## config.mk

```make
export PLATFORM = sky130hd
export DESIGN_NAME = instr_fetch_flat
export DESIGN_NICKNAME = d
export VERILOG_FILES = /design/src/rtl/mips_pkg.sv /design/src/rtl/instr_fetch_if.sv /design/src/rtl/instr_fetch_fifo.sv /design/src/rtl/instr_fetch.sv /design/src/flat_wrapper.sv
export SDC_FILE = /design/constraint.sdc
export NUM_CORES = 1
export LEC_CHECK = 0
export CORE_MARGIN = 2
export CORE_UTILIZATION = 45
export DETAILED_ROUTE_END_ITERATION = 10
export PLACE_DENSITY = 0.71
export SYNTH_ARGS = -nofsm -noshare
export SYNTH_HDL_FRONTEND = slang
export SYNTH_SLANG_ARGS = --single-unit
```

## constraint.sdc

```tcl
create_clock -name clk -period 4.9 [get_ports clk]
set_input_delay 0.98 -clock clk [delete_from_list [all_inputs] [get_ports clk]]
set_output_delay 0.98 -clock clk [all_outputs]
set_load 0.02 [all_outputs]
```

## src/rtl/mips_pkg.sv

```systemverilog
// Shared fetch-stage definitions: instruction field positions, reset vector,
// fetch FSM states and the buffered fetch entry.
package mips_pkg;

    localparam int unsigned OP_MSB    = 31;
    localparam int unsigned OP_LSB    = 26;
    localparam int unsigned FUNCT_MSB = 5;
    localparam int unsigned FUNCT_LSB = 0;

    localparam logic [31:0] DEFAULT_RESET_PC = 32'h0000_0000;

    typedef enum logic [1:0] {
        IDLE = 2'd0,
        WAIT = 2'd1,
        DROP = 2'd2
    } fetch_state_e;

    typedef struct packed {
        logic [31:0] pc;
        logic [31:0] instr;
    } fetch_entry_t;

endpackage

```

## src/rtl/instr_fetch_if.sv

```systemverilog
// Fetch-stage bus bundle: instruction-memory request/response, redirect input
// and the decoder-side valid/ready head.
interface instr_fetch_if;

    logic        imem_req;
    logic [31:0] imem_addr;
    logic        imem_ack;
    logic [31:0] imem_rdata;
    logic        redirect;
    logic [31:0] redirect_pc;
    logic        if_valid;
    logic        if_ready;
    logic [31:0] if_instr;
    logic [31:0] if_pc;
    logic [5:0]  if_op;
    logic [5:0]  if_funct;

    modport master (
        output imem_req, imem_addr, if_valid, if_instr, if_pc, if_op, if_funct,
        input  imem_ack, imem_rdata, redirect, redirect_pc, if_ready
    );

    modport slave (
        input  imem_req, imem_addr, if_valid, if_instr, if_pc, if_op, if_funct,
        output imem_ack, imem_rdata, redirect, redirect_pc, if_ready
    );

endinterface

```

## src/rtl/instr_fetch_fifo.sv

```systemverilog
// fetch_fifo: DEPTH-entry buffer of {pc, instr} with push, pop, synchronous
// flush and full/empty flags. DEPTH must be a power of two (2 or 4).
module fetch_fifo
    import mips_pkg::*;
#(
    parameter int unsigned DEPTH = 2
) (
    input  logic         clk,
    input  logic         rst_n,
    input  logic         push_i,
    input  fetch_entry_t push_data_i,
    input  logic         pop_i,
    input  logic         flush_i,
    output fetch_entry_t head_o,
    output logic         full_o,
    output logic         empty_o
);

    localparam int unsigned PW = $clog2(DEPTH);
    localparam int unsigned CW = $clog2(DEPTH + 1);

    fetch_entry_t  mem_q [DEPTH];
    logic [PW-1:0] rd_ptr_q;
    logic [PW-1:0] wr_ptr_q;
    logic [CW-1:0] count_q;
    logic          do_push;
    logic          do_pop;

    assign full_o  = (count_q == CW'(DEPTH));
    assign empty_o = (count_q == '0);
    assign do_pop  = pop_i && !empty_o;
    // A full buffer still accepts a push when the head leaves in the same cycle.
    assign do_push = push_i && (!full_o || do_pop);
    assign head_o  = mem_q[rd_ptr_q];

    always_ff @(posedge clk or negedge rst_n) begin
        if (!rst_n) begin
            for (int unsigned i = 0; i < DEPTH; i++) begin
                mem_q[i] <= '0;
            end
            rd_ptr_q <= '0;
            wr_ptr_q <= '0;
            count_q  <= '0;
        end else if (flush_i) begin
            rd_ptr_q <= '0;
            wr_ptr_q <= '0;
            count_q  <= '0;
        end else begin
            if (do_push) begin
                mem_q[wr_ptr_q] <= push_data_i;
                wr_ptr_q        <= wr_ptr_q + PW'(1);
            end
            if (do_pop) begin
                rd_ptr_q <= rd_ptr_q + PW'(1);
            end
            count_q <= count_q + CW'(do_push) - CW'(do_pop);
        end
    end

endmodule

```

## src/rtl/instr_fetch.sv

```systemverilog
// instr_fetch: single-outstanding instruction fetch FSM feeding a small buffer.
// Optional FETCH_PERF_EN adds perf_fetched / perf_stall counters.
module instr_fetch
    import mips_pkg::*;
#(
    parameter logic [31:0] RESET_PC   = DEFAULT_RESET_PC,
    parameter int unsigned FIFO_DEPTH = 2
) (
    input  logic        clk,
    input  logic        rst_n,
    instr_fetch_if.master bus
`ifdef FETCH_PERF_EN
    ,
    output logic [31:0] perf_fetched,
    output logic [31:0] perf_stall
`endif
);

    fetch_state_e state_q;
    logic [31:0]  pc_q;
    logic [31:0]  imem_addr_q;
    logic         imem_req_q;
    logic [31:0]  redirect_target;
    logic         unused_redirect_lsbs;
    logic         fifo_push;
    logic         fifo_pop;
    logic         fifo_full;
    logic         fifo_empty;
    fetch_entry_t fifo_head;

    assign redirect_target      = {bus.redirect_pc[31:2], 2'b00};
    assign unused_redirect_lsbs = ^bus.redirect_pc[1:0];

    // Redirect beats a coincident ack: the returned word belongs to the old path.
    assign fifo_push = (state_q == WAIT) && bus.imem_ack && !bus.redirect;
    assign fifo_pop  = bus.if_valid && bus.if_ready;

    always_ff @(posedge clk or negedge rst_n) begin
        if (!rst_n) begin
            state_q     <= IDLE;
            pc_q        <= RESET_PC;
            imem_req_q  <= 1'b0;
            imem_addr_q <= RESET_PC;
        end else begin
            case (state_q)
                IDLE: begin
                    if (bus.redirect) begin
                        pc_q <= redirect_target;
                    end else if (!fifo_full) begin
                        imem_req_q  <= 1'b1;
                        imem_addr_q <= pc_q;
                        state_q     <= WAIT;
                    end
                end
                WAIT: begin
                    if (bus.imem_ack) begin
                        imem_req_q <= 1'b0;
                        state_q    <= IDLE;
                        pc_q       <= bus.redirect ? redirect_target : pc_q + 32'd4;
                    end else if (bus.redirect) begin
                        pc_q    <= redirect_target;
                        state_q <= DROP;
                    end
                end
                DROP: begin
                    if (bus.redirect) begin
                        pc_q <= redirect_target;
                    end
                    if (bus.imem_ack) begin
                        imem_req_q <= 1'b0;
                        state_q    <= IDLE;
                    end
                end
                default: begin
                    state_q    <= IDLE;
                    imem_req_q <= 1'b0;
                end
            endcase
        end
    end

    fetch_fifo #(
        .DEPTH(FIFO_DEPTH)
    ) u_fifo (
        .clk        (clk),
        .rst_n      (rst_n),
        .push_i     (fifo_push),
        .push_data_i({pc_q, bus.imem_rdata}),
        .pop_i      (fifo_pop),
        .flush_i    (bus.redirect),
        .head_o     (fifo_head),
        .full_o     (fifo_full),
        .empty_o    (fifo_empty)
    );

    assign bus.imem_req  = imem_req_q;
    assign bus.imem_addr = imem_addr_q;
    assign bus.if_valid  = !fifo_empty;
    assign bus.if_instr  = fifo_head.instr;
    assign bus.if_pc     = fifo_head.pc;
    assign bus.if_op     = fifo_head.instr[OP_MSB:OP_LSB];
    assign bus.if_funct  = fifo_head.instr[FUNCT_MSB:FUNCT_LSB];

`ifdef FETCH_PERF_EN
    logic [31:0] perf_fetched_q;
    logic [31:0] perf_stall_q;

    always_ff @(posedge clk or negedge rst_n) begin
        if (!rst_n) begin
            perf_fetched_q <= '0;
            perf_stall_q   <= '0;
        end else begin
            if (fifo_pop) begin
                perf_fetched_q <= perf_fetched_q + 32'd1;
            end
            if (bus.if_ready && !bus.if_valid) begin
                perf_stall_q <= perf_stall_q + 32'd1;
            end
        end
    end

    assign perf_fetched = perf_fetched_q;
    assign perf_stall   = perf_stall_q;
`endif

endmodule

```

## src/flat_wrapper.sv

```systemverilog
// flat-port wrapper written by rule: the top's interface ports become plain ports
module instr_fetch_flat import mips_pkg::*;
#(
    parameter logic [31:0] RESET_PC   = DEFAULT_RESET_PC,
    parameter int unsigned FIFO_DEPTH = 2
)
  (clk, rst_n, bus_imem_req, bus_imem_addr, bus_if_valid, bus_if_instr, bus_if_pc, bus_if_op, bus_if_funct, bus_imem_ack, bus_imem_rdata, bus_redirect, bus_redirect_pc, bus_if_ready);
  instr_fetch_if bus_i ();
  input  logic clk;
  input  logic rst_n;
  output wire logic [$bits(bus_i.imem_req)-1:0] bus_imem_req;
  output wire logic [$bits(bus_i.imem_addr)-1:0] bus_imem_addr;
  output wire logic [$bits(bus_i.if_valid)-1:0] bus_if_valid;
  output wire logic [$bits(bus_i.if_instr)-1:0] bus_if_instr;
  output wire logic [$bits(bus_i.if_pc)-1:0] bus_if_pc;
  output wire logic [$bits(bus_i.if_op)-1:0] bus_if_op;
  output wire logic [$bits(bus_i.if_funct)-1:0] bus_if_funct;
  input wire logic [$bits(bus_i.imem_ack)-1:0] bus_imem_ack;
  input wire logic [$bits(bus_i.imem_rdata)-1:0] bus_imem_rdata;
  input wire logic [$bits(bus_i.redirect)-1:0] bus_redirect;
  input wire logic [$bits(bus_i.redirect_pc)-1:0] bus_redirect_pc;
  input wire logic [$bits(bus_i.if_ready)-1:0] bus_if_ready;
  assign bus_imem_req = bus_i.imem_req;
  assign bus_imem_addr = bus_i.imem_addr;
  assign bus_if_valid = bus_i.if_valid;
  assign bus_if_instr = bus_i.if_instr;
  assign bus_if_pc = bus_i.if_pc;
  assign bus_if_op = bus_i.if_op;
  assign bus_if_funct = bus_i.if_funct;
  assign bus_i.imem_ack = bus_imem_ack;
  assign bus_i.imem_rdata = bus_imem_rdata;
  assign bus_i.redirect = bus_redirect;
  assign bus_i.redirect_pc = bus_redirect_pc;
  assign bus_i.if_ready = bus_if_ready;
  instr_fetch #(.RESET_PC(RESET_PC), .FIFO_DEPTH(FIFO_DEPTH)) u_core (.clk(clk), .rst_n(rst_n), .bus(bus_i));
endmodule
```

==> results.ini, run 1 <==
[yosys]
synth.ff_latch_count = 199
synth_edf_count = 0
synth_top_area_share_pct = 53.6
synthesis.area_sq_mm = 0.00929
synth_commonest_cells = mux2_2, dfrtp_1, nand2_1
synth.most_common_cell = mux2_2
syn_nets = 793
synth-async-reset-ratio_pct = 100
syn_area_per_cell_sq_um = 13.0
yosys_warnings = 0
syn_inst = 717
ys_seq_area_share_pct = 53.6
synth_ff_type = dfrtp_1
netlist.top_cell.by_area = dfrtp_1
synth.distinct_cells = 51
synthTopCellsByArea = dfrtp_1, mux2_2, mux2i_1

[route]
drtIter0Drc = 238
totalWireLength_um = 21100
met3_length_um = 1100
wl_met2_um = 9910
firstDrtPassIters = 4
top_layer_used = met4
avgViaCountPerCell = 5.37
drt-met1-wl_um = 9910
num_vias = 6156
routedWlPerCell_um = 18.4
final_antenna_net_count = 0
drc = 0

[placement]
place_area_sq_mm = 0.0112
place.gp.congestion = 0.777
io_buffers = 176
dp.cells = 1114
place_ws_ns = 1.49
dpl.hpwl_um = 13700

[timing]
min_period_ns = 3.55
rsz0062_at_grt = no
fin_crit_sh_pct = 72.4
relSlewSlack_pct = 32.7
fin_tns_setup_ns = 0
drv_slew = 0
worst-slew-pin-transition_ns = 1.01
fin_skew_ns = 0.0154
hold_violations = 0
max_freq_mhz = 282
setup_viol = 0
fin_ws_ns = 1.35

[critical_path]
critPathArrivalTime_ns = 2.57
endpoint_kind = output port
crit_path_start_kind = flop
cp_max_fo = 65
criticalPathCategory = flop to output port
required_ns = 3.92

[cts]
tritoncts = built
cts_buffer_depth = 2
clock_sinks = 199
htreeDepth = 4
clk_latency_ns = 0.44
cts-root-buf = clkbuf_16
path_clk_slew_ns = 0.07
cts_made_buffers = 17
cts_hold_buf = 0
cts_resized = 0
post_cts.repair.setup_buffers = 0

[grt]
antenna_found_initial = 1
grt_max_degree = 91
grt_remaining_overflow = 0
grt.total_usage_pct = 19.8
grt_pass1_wl_um = 34000
grt_pass1_vias = 6242

[status]
outcome = finished, final reports clean

[finish]
final_util_pct = 58.3
syn2layout_area_growth_pct = 27.0
drive_gt1_share_pct = 31.5
final_cells = 1146
diodes = 0
final_area_sq_mm = 0.0118
num-nets-final = 939

[die]
num_io_pins = 179
num_rows = 52
die_y_um = 148
start_util_pct = 45.9
die_w_um = 148
dieArea_sq_mm = 0.0218
core_region_area_sq_mm = 0.0202

[min_path]
hold_path.class = flop to flop

[power]
power_density_mw_per_mm2 = 657
leakage_uw = 0.00514
ir_drop_v = 0.000355

[flow_run]
maxCapViolations = 0

-- layer usage --
layer,vias to the layer above,GRT usage (%)
met5,-,0
met4,0,5.58
met3,16,4.32
met2,172,31.6
met1,3087,27.4
li1,2881,-
-- registers in the layout, indices dropped and copies added (netlist names) --
register                cells
u_core.state_q              2
u_core.pc_q                32
u_core.bus.imem_addr       32
u_core.u_fifo.count_q       2
u_core.u_fifo.mem_q       128
u_core.bus.imem_req         1
u_core.u_fifo.wr_ptr_q      1
u_core.u_fifo.rd_ptr_q      1
-- layout by cell type (no fill, tap or decap), types with 4 or more instances in the layout --
master,synthesis,routed
and3_1,9,9
nor2_1,26,26
nor4_1,4,4
mux2_2,218,218
mux2i_1,14,14
buf_4,15,7
a21oi_1,18,18
inv_1,6,6
and2_1,5,5
o21ai_0,12,12
nor2b_1,6,6
nand4_1,7,7
nand3_1,13,12
nor3_1,14,14
mux2_1,7,7
a22oi_1,6,6
nand3_2,3,4
nand2_1,30,29
clkdlybuf4s50_1,0,175
dfrtp_1,199,198
ha_1,7,7
o22ai_1,19,19
clkbuf_16,0,17
-- cell families after synthesis --
logic type,Yosys count,share of synthesized area (%)
adder cells (fa/ha/maj),7,0.943
AND/OR/NAND/NOR,130,7.65
multiplexers,239,28.8
XOR/XNOR,3,0.283
flip-flops,199,53.6
AO/OA/AOI/OAI,74,5.23
buffers and inverters,65,3.52
-- layout make-up --
type | instances | area [sq um]
Clock buffer | 18 | 429
Clock inverter | 14 | 166
Fill cell | 1667 | 8430
Inverter | 7 | 26.3
Multi-Input combinational cell | 453 | 4000
Sequential cell | 199 | 4980
Tap cell | 270 | 338
Timing Repair Buffer | 185 | 1860
-- final timing paths --
kind / startpoint / cells past startpoint / endpoint / slack, ns
max: u_core.u_fifo.rd_ptr_q$_DFFE_PN0P_ / 2 / bus_if_pc[6] / 1.35
min: u_core.u_fifo.mem_q[31]$_DFFE_PN0P_ / 1 / u_core.u_fifo.mem_q[31]$_DFFE_PN0P_ / 0.49
max reg2reg: u_core.state_q[1]$_DFFE_PN0P_ / 7 / u_core.u_fifo.mem_q[123]$_DFFE_PN0P_ / 2.29
min reg2reg: u_core.u_fifo.mem_q[31]$_DFFE_PN0P_ / 1 / u_core.u_fifo.mem_q[31]$_DFFE_PN0P_ / 0.49
max in group asynchronous: rst_n / 2 / u_core.pc_q[24]$_DFFE_PN0P_ / 3.38
min in group asynchronous: rst_n / 1 / u_core.u_fifo.mem_q[23]$_DFFE_PN0P_ / 0.58
-- critical path, cell delays in order, from the launching register on --
cell and delay [ns]:
dfrtp_4 1.08, mux2_2 0.42, clkdlybuf4s50_1 0.58
-- power by group --
group / internal (uW) / total [uW] / leakage (uW) / switching [uW]
clock network: 728 / 1410 / 0.000288 / 678
logic: 1920 / 3480 / 0.00241 / 1560
registers: 2350 / 2870 / 0.00245 / 515
total: 5000 / 7750 / 0.00514 / 2750
-- per-stage QoR --
stage               hold WS [ns]  power (uW)
floorplan                  0.459        4990
global placement           0.468        6330
detailed placement         0.479        6400
CTS                        0.496        7830
global route               0.508        8220
finish                     0.493        7750
No activity file was read; power rests on OpenSTA's default activity.
==> run 2, diff against run 1 <==
- clock period: 4.9 -> 3.7 ns (I/O delays scaled with it)
==> results.ini, run 2 (synthesized netlist as in run 1, its figures left out) <==
[placement]
place_ws_ns = 0.825
io_buffers = 176
dp.cells = 1120
dpl.hpwl_um = 14100
place.gp.congestion = 0.766

[critical_path]
rrSetupSlack_ns = 1.44
r2r_end = u_core.pc_q[18]$_DFFE_PN0P_
cp_max_fo = 30
required_ns = 2.96
r2r_start = u_core.state_q[0]$_DFFE_PN0P_
endpoint_kind = output port
crit_start = u_core.u_fifo.rd_ptr_q$_DFFE_PN0P_
crit_path_start_kind = flop
criticalPathCategory = flop to output port
r2r_cells = 7
cp-endpoint = bus_if_pc[30]
critPathArrivalTime_ns = 2.44

[cts]
cts_buffer_depth = 2
clock_sinks = 199
post_cts.repair.setup_buffers = 0
cts_made_buffers = 17
cts_resized = 0
clk_latency_ns = 0.43
cts-root-buf = clkbuf_16
cts_hold_buf = 0
path_clk_slew_ns = 0.08
htreeDepth = 4
tritoncts = built

[finish]
num-nets-final = 945
drive_gt1_share_pct = 32.1
largest_register = u_core.u_fifo.mem_q
largest_reg_flops = 128
syn2layout_area_growth_pct = 27.4
diodes = 0
final_cell_mix = mux2_2, dfrtp_1, clkdlybuf4s50_1, nand2_1, nor2_1
final_cells = 1152
layout_commonest_cell = mux2_2

[timing]
max_freq_mhz = 314
setup_viol = 0
fin_crit_sh_pct = 86.0
fin_skew_ns = 0.0109
drv_slew = 0
hold_violations = 0
fin_ws_ns = 0.519
min_period_ns = 3.18
relSlewSlack_pct = 38.5
whs_ns = 0.331
fin_tns_setup_ns = 0
worst-slew-pin-transition_ns = 0.921
rsz0062_at_grt = no

[die]
start_util_pct = 45.9
die_w_um = 148
die_y_um = 148
num_io_pins = 179
num_rows = 52
core_region_area_sq_mm = 0.0202
dieArea_sq_mm = 0.0218

[route]
avgViaCountPerCell = 5.36
num_vias = 6171
drtIter0Drc = 259
routedWlPerCell_um = 18.1
totalWireLength_um = 20900
drc = 0
firstDrtPassIters = 4
final_antenna_net_count = 0

[power]
power_density_mw_per_mm2 = 865
finalPower_uw = 10200
ir_drop_v = 0.000548
leakage_uw = 0.00517

[status]
outcome = finished, final reports clean

[grt]
antenna_found_initial = 0
grt_max_degree = 77
grt_pass1_wl_um = 33500
grt_remaining_overflow = 0
grt_pass1_vias = 6216
grt.total_usage_pct = 19.5

[min_path]
hold_path.class = input port to asynchronous set/reset pin

[flow_run]
maxCapViolations = 0

## run 2: changes by cell type in the layout (fill, tap and decap cells not counted)
cell,delta
clkinv_8,-3
clkinvlp_4,+1
buf_12,+2
clkinv_2,+3
inv_6,+3
clkinv_4,-2
inv_8,-1
clkbuf_1,-1
buf_4,+4
## run 2: final cells by class
cell class	count	area, sq um
clock buffer	17	425
inverter	7	26.3
clock inverter	15	138
multi-input combinational	453	4000
timing repair buffer	191	1930
tap	270	338
sequential	199	4980
fill	1668	8390
## run 2: power by group
part           internal (uW)  total [uW]  switching (uW)
sequential              3120        3760             641
clock                    942        1800             854
combinational           2570        4680            2120
## run 2: per-layer routing
layer | up-vias | wire length, um | global-route usage [%]
li1 | 2888 | - | -
met1 | 3096 | 9620 | 26.2
met2 | 171 | 9840 | 31.9
met3 | 16 | 1200 | 5.12
met4 | 0 | 212 | 4.71
met5 | - | 0 | 0
## run 2: worst min-delay path by stage
stage | cells past startpoint | slack, ns | to
finish | 1 | 0.33 | u_core.u_fifo.mem_q[87]$_DFFE_PN0P_
global route | 1 | 0.36 | u_core.u_fifo.mem_q[16]$_DFFE_PN0P_
CTS | 1 | 0.34 | u_core.u_fifo.mem_q[16]$_DFFE_PN0P_
detailed placement | 1 | 0.48 | u_core.u_fifo.mem_q[31]$_DFFE_PN0P_
global placement | 1 | 0.47 | u_core.u_fifo.mem_q[0]$_DFFE_PN0P_
floorplan | 0 | 0.44 | u_core.bus.imem_addr[0]$_DFFE_PN0P_
## run 2: through the flow
step                      utilization, %  area (sq um)
after floorplan                        -          9290
after global placement              55.7         11300
after detailed placement            55.7         11300
after CTS                           58.5         11800
after global routing                58.5         11800
final                               58.5         11800
## run 2: worst max-delay path, cell delays in order (launching register included)
cell	delay, ns
dfrtp_4	0.76
buf_4	0.33
mux2_2	0.37
clkdlybuf4s50_1	0.55
